[config.mk]
export PLATFORM = sky130hd
export DESIGN_NAME = cache_line_xfer
export DESIGN_NICKNAME = d
export VERILOG_FILES = /design/src/rtl/cache_line_xfer_pkg.sv /design/src/rtl/cache_line_xfer_line_offset_ctr.sv /design/src/rtl/cache_line_xfer.sv
export SDC_FILE = /design/constraint.sdc
export NUM_CORES = 1
export LEC_CHECK = 0
export ABC_CLOCK_PERIOD_IN_PS = 2500
export CAP_MARGIN = 20
export CORE_ASPECT_RATIO = 1.1
export CORE_MARGIN = 1
export CORE_UTILIZATION = 49
export CTS_CLUSTER_DIAMETER = 60
export DETAILED_ROUTE_END_ITERATION = 16
export PLACE_DENSITY = 0.77
export SLEW_MARGIN = 20
export SYNTH_ARGS = -nofsm -noshare
export SYNTH_HDL_FRONTEND = slang
export SYNTH_SLANG_ARGS = --single-unit
[constraint.sdc]
create_clock -name clk -period 2.5 [get_ports clk]
set_input_delay 0.375 -clock clk [delete_from_list [all_inputs] [get_ports clk]]
set_output_delay 0.375 -clock clk [all_outputs]
set_load 0.05 [all_outputs]
[src/rtl/cache_line_xfer_pkg.sv]
// Shared cache constants, request encodings and the line-transfer state type.
// Used by the cache controller, cache_fsm and the line transfer engine.
package cache_pkg;

  localparam int TAG_SIZE    = 8;
  localparam int INDEX_SIZE  = 3;
  localparam int OFFSET_SIZE = 5;
  localparam int LINE_BYTES  = 1 << OFFSET_SIZE;

  // Request operation: bit 1 = writeback the victim, bit 0 = fill the new line.
  typedef enum logic [1:0] {
    OP_NONE    = 2'b00,
    OP_FILL    = 2'b01,
    OP_WB      = 2'b10,
    OP_WB_FILL = 2'b11
  } req_op_e;

  typedef enum logic [2:0] {
    XFER_IDLE,
    XFER_WB_RD,
    XFER_WB_CAP,
    XFER_WB_STRB,
    XFER_FL_STRB,
    XFER_FL_WR,
    XFER_DONE
  } xfer_state_e;

  function automatic logic op_has_wb(input logic [1:0] op);
    return op[1];
  endfunction

  function automatic logic op_has_fill(input logic [1:0] op);
    return op[0];
  endfunction

endpackage

[src/rtl/cache_line_xfer_line_offset_ctr.sv]
// Byte offset within a cache line. The owner decides when to clear and when to
// step; the counter never wraps by itself in normal use because the owner
// clears it at the end of each loop instead of incrementing past the last byte.
module line_offset_ctr
  import cache_pkg::*;
#(
  parameter int WIDTH = OFFSET_SIZE
) (
  input  logic             clk,
  input  logic             rst,
  input  logic             clr_i,
  input  logic             inc_i,
  output logic [WIDTH-1:0] count_o,
  output logic [WIDTH-1:0] count_next_o,
  output logic             last_o
);

  logic [WIDTH-1:0] count_q;
  logic [WIDTH-1:0] count_d;

  // Next offset: clear has priority over increment.
  always_comb begin
    count_d = count_q;
    if (clr_i) begin
      count_d = '0;
    end else if (inc_i) begin
      count_d = count_q + WIDTH'(1);
    end
  end

  // Offset register, cleared asynchronously with the rest of the engine.
  always_ff @(posedge clk or posedge rst) begin
    if (rst) begin
      count_q <= '0;
    end else begin
      count_q <= count_d;
    end
  end

  assign count_o      = count_q;
  assign count_next_o = count_d;
  assign last_o       = &count_q;

endmodule

[src/rtl/cache_line_xfer.sv]
// Moves one 32-byte cache line between the cache data SRAM and SDRAM:
// writeback of a dirty victim, fill of the requested line, or both in turn.
// Every control output is a register; the two data outputs come straight from
// the byte staging register data_q.
module cache_line_xfer
  import cache_pkg::*;
#(
  parameter int ADDR_WIDTH      = TAG_SIZE + INDEX_SIZE + OFFSET_SIZE,
  parameter int ADDR_WIDTH_SRAM = INDEX_SIZE + OFFSET_SIZE,
  parameter int DATA_WIDTH      = 8
) (
  input  logic                       clk,
  input  logic                       rst,
  input  logic                       req,
  input  logic [1:0]                 req_op,
  input  logic [INDEX_SIZE-1:0]      req_index,
  input  logic [TAG_SIZE-1:0]        req_wb_tag,
  input  logic [TAG_SIZE-1:0]        req_fill_tag,
  output logic                       busy,
  output logic                       done,
  output logic [ADDR_WIDTH-1:0]      sdram_addr,
  output logic                       sdram_wr_rd,
  output logic                       sdram_mstrb,
  input  logic                       sdram_ack,
  output logic [DATA_WIDTH-1:0]      sdram_din,
  input  logic [DATA_WIDTH-1:0]      sdram_dout,
  output logic [ADDR_WIDTH_SRAM-1:0] sram_addr,
  output logic                       sram_wen,
  output logic [DATA_WIDTH-1:0]      sram_din,
  input  logic [DATA_WIDTH-1:0]      sram_dout
);

  localparam logic [OFFSET_SIZE-1:0] OFFSET_ZERO = '0;

  xfer_state_e                state_q;
  logic                       fill_after_q;
  logic [INDEX_SIZE-1:0]      index_q;
  logic [TAG_SIZE-1:0]        wb_tag_q;
  logic [TAG_SIZE-1:0]        fill_tag_q;
  logic [DATA_WIDTH-1:0]      data_q;

  logic                       busy_q;
  logic                       done_q;
  logic [ADDR_WIDTH-1:0]      sdram_addr_q;
  logic                       sdram_wr_rd_q;
  logic                       sdram_mstrb_q;
  logic [ADDR_WIDTH_SRAM-1:0] sram_addr_q;
  logic                       sram_wen_q;

  logic [OFFSET_SIZE-1:0]     offset_q;
  logic [OFFSET_SIZE-1:0]     offset_d;
  logic                       offset_last;
  logic                       offset_clr;
  logic                       offset_inc;
  logic                       accept;
  logic                       ack_take;

  // A request is only taken while idle and only if it actually asks for work.
  assign accept = (state_q == XFER_IDLE) && req && (req_op != OP_NONE);

  // Ack counts only while our strobe is actually up in a strobe state, so a
  // stray ack at any other time (including the strobe-low gap cycle when the
  // fill follows a writeback) cannot advance the transfer.
  assign ack_take = sdram_mstrb_q && sdram_ack &&
                    ((state_q == XFER_WB_STRB) || (state_q == XFER_FL_STRB));

  // Offset control: clear at acceptance and at the end of the writeback loop,
  // step after each byte that is not the last of the line.
  always_comb begin
    offset_clr = 1'b0;
    offset_inc = 1'b0;
    if (accept) begin
      offset_clr = 1'b1;
    end else if ((state_q == XFER_WB_STRB) && ack_take) begin
      offset_clr = offset_last;
      offset_inc = !offset_last;
    end else if (state_q == XFER_FL_WR) begin
      offset_inc = !offset_last;
    end
  end

  line_offset_ctr #(
    .WIDTH(OFFSET_SIZE)
  ) u_offset (
    .clk         (clk),
    .rst         (rst),
    .clr_i       (offset_clr),
    .inc_i       (offset_inc),
    .count_o     (offset_q),
    .count_next_o(offset_d),
    .last_o      (offset_last)
  );

  // Transfer FSM. Outputs are assigned together with the state they belong to,
  // so each output register already holds the right value during that state.
  always_ff @(posedge clk or posedge rst) begin
    if (rst) begin
      state_q       <= XFER_IDLE;
      fill_after_q  <= 1'b0;
      index_q       <= '0;
      wb_tag_q      <= '0;
      fill_tag_q    <= '0;
      data_q        <= '0;
      busy_q        <= 1'b0;
      done_q        <= 1'b0;
      sdram_addr_q  <= '0;
      sdram_wr_rd_q <= 1'b0;
      sdram_mstrb_q <= 1'b0;
      sram_addr_q   <= '0;
      sram_wen_q    <= 1'b0;
    end else begin
      done_q     <= 1'b0;
      sram_wen_q <= 1'b0;
      case (state_q)
        XFER_IDLE: begin
          if (accept) begin
            fill_after_q <= op_has_fill(req_op);
            index_q      <= req_index;
            wb_tag_q     <= req_wb_tag;
            fill_tag_q   <= req_fill_tag;
            busy_q       <= 1'b1;
            if (op_has_wb(req_op)) begin
              state_q     <= XFER_WB_RD;
              sram_addr_q <= {req_index, OFFSET_ZERO};
            end else begin
              state_q       <= XFER_FL_STRB;
              sdram_mstrb_q <= 1'b1;
              sdram_wr_rd_q <= 1'b0;
              sdram_addr_q  <= {req_fill_tag, req_index, OFFSET_ZERO};
            end
          end
        end

        // SRAM is sampling sram_addr this cycle; data appears next cycle.
        XFER_WB_RD: begin
          state_q <= XFER_WB_CAP;
        end

        XFER_WB_CAP: begin
          data_q        <= sram_dout;
          state_q       <= XFER_WB_STRB;
          sdram_mstrb_q <= 1'b1;
          sdram_wr_rd_q <= 1'b1;
          sdram_addr_q  <= {wb_tag_q, index_q, offset_q};
        end

        XFER_WB_STRB: begin
          if (ack_take) begin
            sdram_mstrb_q <= 1'b0;
            sdram_wr_rd_q <= 1'b0;
            if (offset_last) begin
              if (fill_after_q) begin
                // Enter the fill with the strobe low for one cycle so the
                // SDRAM sees a clean edge between the two transfers.
                state_q      <= XFER_FL_STRB;
                sdram_addr_q <= {fill_tag_q, index_q, OFFSET_ZERO};
              end else begin
                state_q <= XFER_DONE;
                done_q  <= 1'b1;
                busy_q  <= 1'b0;
              end
            end else begin
              state_q     <= XFER_WB_RD;
              sram_addr_q <= {index_q, offset_d};
            end
          end
        end

        XFER_FL_STRB: begin
          if (!sdram_mstrb_q) begin
            sdram_mstrb_q <= 1'b1;
          end else if (ack_take) begin
            sdram_mstrb_q <= 1'b0;
            data_q        <= sdram_dout;
            state_q       <= XFER_FL_WR;
            sram_wen_q    <= 1'b1;
            sram_addr_q   <= {index_q, offset_q};
          end
        end

        XFER_FL_WR: begin
          if (offset_last) begin
            state_q <= XFER_DONE;
            done_q  <= 1'b1;
            busy_q  <= 1'b0;
          end else begin
            state_q       <= XFER_FL_STRB;
            sdram_mstrb_q <= 1'b1;
            sdram_wr_rd_q <= 1'b0;
            sdram_addr_q  <= {fill_tag_q, index_q, offset_d};
          end
        end

        XFER_DONE: begin
          state_q <= XFER_IDLE;
        end

        default: begin
          state_q <= XFER_IDLE;
        end
      endcase
    end
  end

  assign busy        = busy_q;
  assign done        = done_q;
  assign sdram_addr  = sdram_addr_q;
  assign sdram_wr_rd = sdram_wr_rd_q;
  assign sdram_mstrb = sdram_mstrb_q;
  assign sdram_din   = data_q;
  assign sram_addr   = sram_addr_q;
  assign sram_wen    = sram_wen_q;
  assign sram_din    = data_q;

endmodule

==> results.cfg <==
[routing]
antenna_left = 0
totalWireLength_um = 7720
drt_pass1_iterations = 4
vias = 2664
drc = 0
drtIter0Drc = 193
viasPerCell = 5.44
wl_per_cell_um = 15.8

[floorplan]
coreArea_mm2 = 0.00671
die_w_um = 82.0
initial_utilization = 0.514
ioPinCount = 86
die_h_um = 90.0
num_rows = 31
fp.dieArea_mm2 = 0.00738

[placed_design]
placed_area_mm2 = 0.00430
gp_congestion = 0.874
io_buffers = 85
dpl.hpwl_um = 5440

[sta]
hold_slack_ns = 0.402
drv_slew = 0
finalCriticalPeriod_ns = 2.35
finalSetupTns_ns = 0
hold_viol = 0
fmax_ghz = 0.425
final.setup_skew_ns = 0.0110
slew_headroom = 0.512
setup_viol = 0
finalCritPeriodShare = 0.941
worst_slew_pin_slew_ns = 0.731

[clocking]
clk_latency_ns = 0.35
postCtsSetupBuffers = 0
cts_hold_buf = 0
ctsRootBufferMaster = clkbuf_8
cts_max_level = 3
cts_buffers = 9
cts_resized = 0
cts_tree = done
cts_buffer_depth = 2
clock_sinks = 65
path_clk_slew_ns = 0.08

[cells_and_area]
final_area_mm2 = 0.00452
final_util = 0.674
layout-drive-gt1-share = 0.186
antenna_cells = 0
nets = 446
syn2layout_area_growth_pct = 31.1

[synth]
synth_cells = 321
synth_seq_cells = 65
synth_area_mm2 = 0.00345
synth_flop_cell = dfrtp_1
synth.yosys.warnings = 0
synth_edf_count = 0
synth.avg_cell_area_um2 = 10.7
ys_seq_area_frac = 0.472
synth_top_area_frac = 0.472
async_flop_share = 1.00
syn-num-nets = 364
yosysTopAreaCell = dfrtp_1
synth_area_leaders = dfrtp_1 (47%), mux2_2 (9.1%), nand2_1 (4.2%)
yosysUniqueCellTypes = 55

[setup_path]
crit_required_ns = 2.73
start_kind = flop
path_max_fanout = 16
worstPathArrival_ns = 2.59
worst_setup_path_end_kind = flop
critical_path_class = reg -> reg

[global_route]
grt_pass1_wl_um = 12900
track_usage = 0.231
antenna_found_initial = 0
use_met1 = 0.297
met2_usage = 0.372
busiest_layer = met2
grt_overflow = 0
met3_usage = 0.0579
grt_pass1_vias = 2665
grt_max_degree = 66

[power]
p_leak_nw = 1.97
powerDensity_mw_per_mm2 = 1470
ir_worst_vdd_mv = 0.871

[hold_path]
min_path_type = in -> async

[job]
cap_viol_max_count = 0

[run_status]
outcome = finished clean
==> placed cells by master, fill, tap and decap left out, drive strengths merged, types with 3 or more instances in the layout <==
master / n
dfrtp: 65
clkdlybuf4s50: 85
o211ai: 4
a31oi: 10
nor3: 4
nand2b: 11
nand2: 40
clkinvlp: 3
mux2: 30
a21oi: 13
o21a: 3
o221ai: 8
buf: 12
inv: 17
nor2: 26
clkbuf: 10
o21ai: 14
mux2i: 13
xor2: 4
==> registers in the layout, summed over array words and instances (netlist names) <==
register,flops
sdram_addr,16
fill_tag_q,8
sdram_din,8
sram_addr,8
wb_tag_q,8
u_offset.count_o,5
index_q,3
state_q,3
busy,1
done,1
fill_after_q,1
sdram_mstrb,1
sdram_wr_rd,1
sram_wen,1
==> power breakdown <==
part / switching, mW / internal [mW] / leakage [nW] / total (mW)
sequential: 0.383 / 1.55 / 0.796 / 1.93
clock: 0.436 / 0.565 / 0.0991 / 1.00
combinational: 2.23 / 1.48 / 1.08 / 3.71
total: 3.05 / 3.59 / 1.97 / 6.64
==> per-layer routing <==
metal	part of all wire	wire (µm)	up-vias
li1	-	-	1282
met2	0.50	3890	70
met3	0.041	314	9
met1	0.44	3430	1303
met4	0.011	87	0
met5	0	0	-
==> synth_stat cells, types with 2 or more instances <==
cell / instances
buf_4: 15
and3_1: 2
nand2b_1: 11
a21o_1: 2
or3_1: 2
o21bai_1: 2
nand3b_4: 2
xnor2_1: 2
dfrtp_1: 65
a31oi_1: 10
buf_6: 5
o21a_1: 3
nor2_1: 24
nor2b_1: 2
a21oi_2: 2
inv_1: 15
o211ai_1: 2
o221ai_1: 8
buf_2: 3
a21oi_1: 10
o211ai_2: 2
o32ai_1: 2
nor3_1: 4
xor2_1: 4
mux2_2: 28
mux2_4: 2
mux2i_1: 13
nor4b_4: 2
o21ai_0: 11
o21ai_1: 2
nand2_1: 39
ha_1: 2
==> per-stage QoR <==
| step | instances | worst slack (ns) | total power, mW |
|---|---|---|---|
| 2_1_floorplan | 321 | 0.428 | 4.66 |
| 3_3_place_gp | 474 | 0.176 | 5.57 |
| 3_5_place_dp | 474 | 0.100 | 5.66 |
| 4_1_cts | 490 | 0.0746 | 6.66 |
| 5_1_grt | 490 | -0.00466 | 7.03 |
| 6_report | 490 | 0.146 | 6.64 |
==> critical path: stages (launching register included) <==
cell	delay, ns
dfrtp_1	0.46
ha_1	0.22
and3_1	0.19
ha_2	0.32
nor2_4	0.08
o21ai_4	0.55
mux2_2	0.41
==> final cells by class <==
type | instances | area (µm²)
Sequential cell | 65 | 1630
Fill cell | 519 | 2190
Clock buffer | 10 | 128
Inverter | 16 | 60.1
Tap cell | 82 | 103
Clock inverter | 6 | 91.3
Multi-Input combinational cell | 214 | 1560
Timing Repair Buffer | 97 | 953
==> worst paths after layout <==
kind | endpoint | cells past startpoint | slack (ns) | start
worst max-delay path | sdram_addr[2]$_DFFE_PP0P_ | 6 | 0.15 | u_offset.count_o[0]$_DFF_PP0_
worst min register to register | sram_addr[1]$_DFFE_PP0P_ | 1 | 0.50 | sram_addr[1]$_DFFE_PP0P_
worst min-delay path | sram_addr[5]$_DFFE_PP0P_ | 3 | 0.40 | rst
max in group asynchronous | sdram_addr[0]$_DFFE_PP0P_ | 3 | 1.81 | rst
min in group clk | sram_addr[1]$_DFFE_PP0P_ | 1 | 0.50 | sram_addr[1]$_DFFE_PP0P_
worst max register to register | sdram_addr[2]$_DFFE_PP0P_ | 6 | 0.15 | u_offset.count_o[0]$_DFF_PP0_
==> logic make-up after synthesis <==
group,count (synthesis),synth area share
AO/OA/AOI/OAI,66,0.139
XOR/XNOR,6,0.0152
adder cells (fa/ha/maj),2,0.00726
buffers and inverters,42,0.0773
flip-flops,65,0.472
multiplexers,43,0.138
AND/OR/NAND/NOR,97,0.152
(Power assumes the default switching activity.)
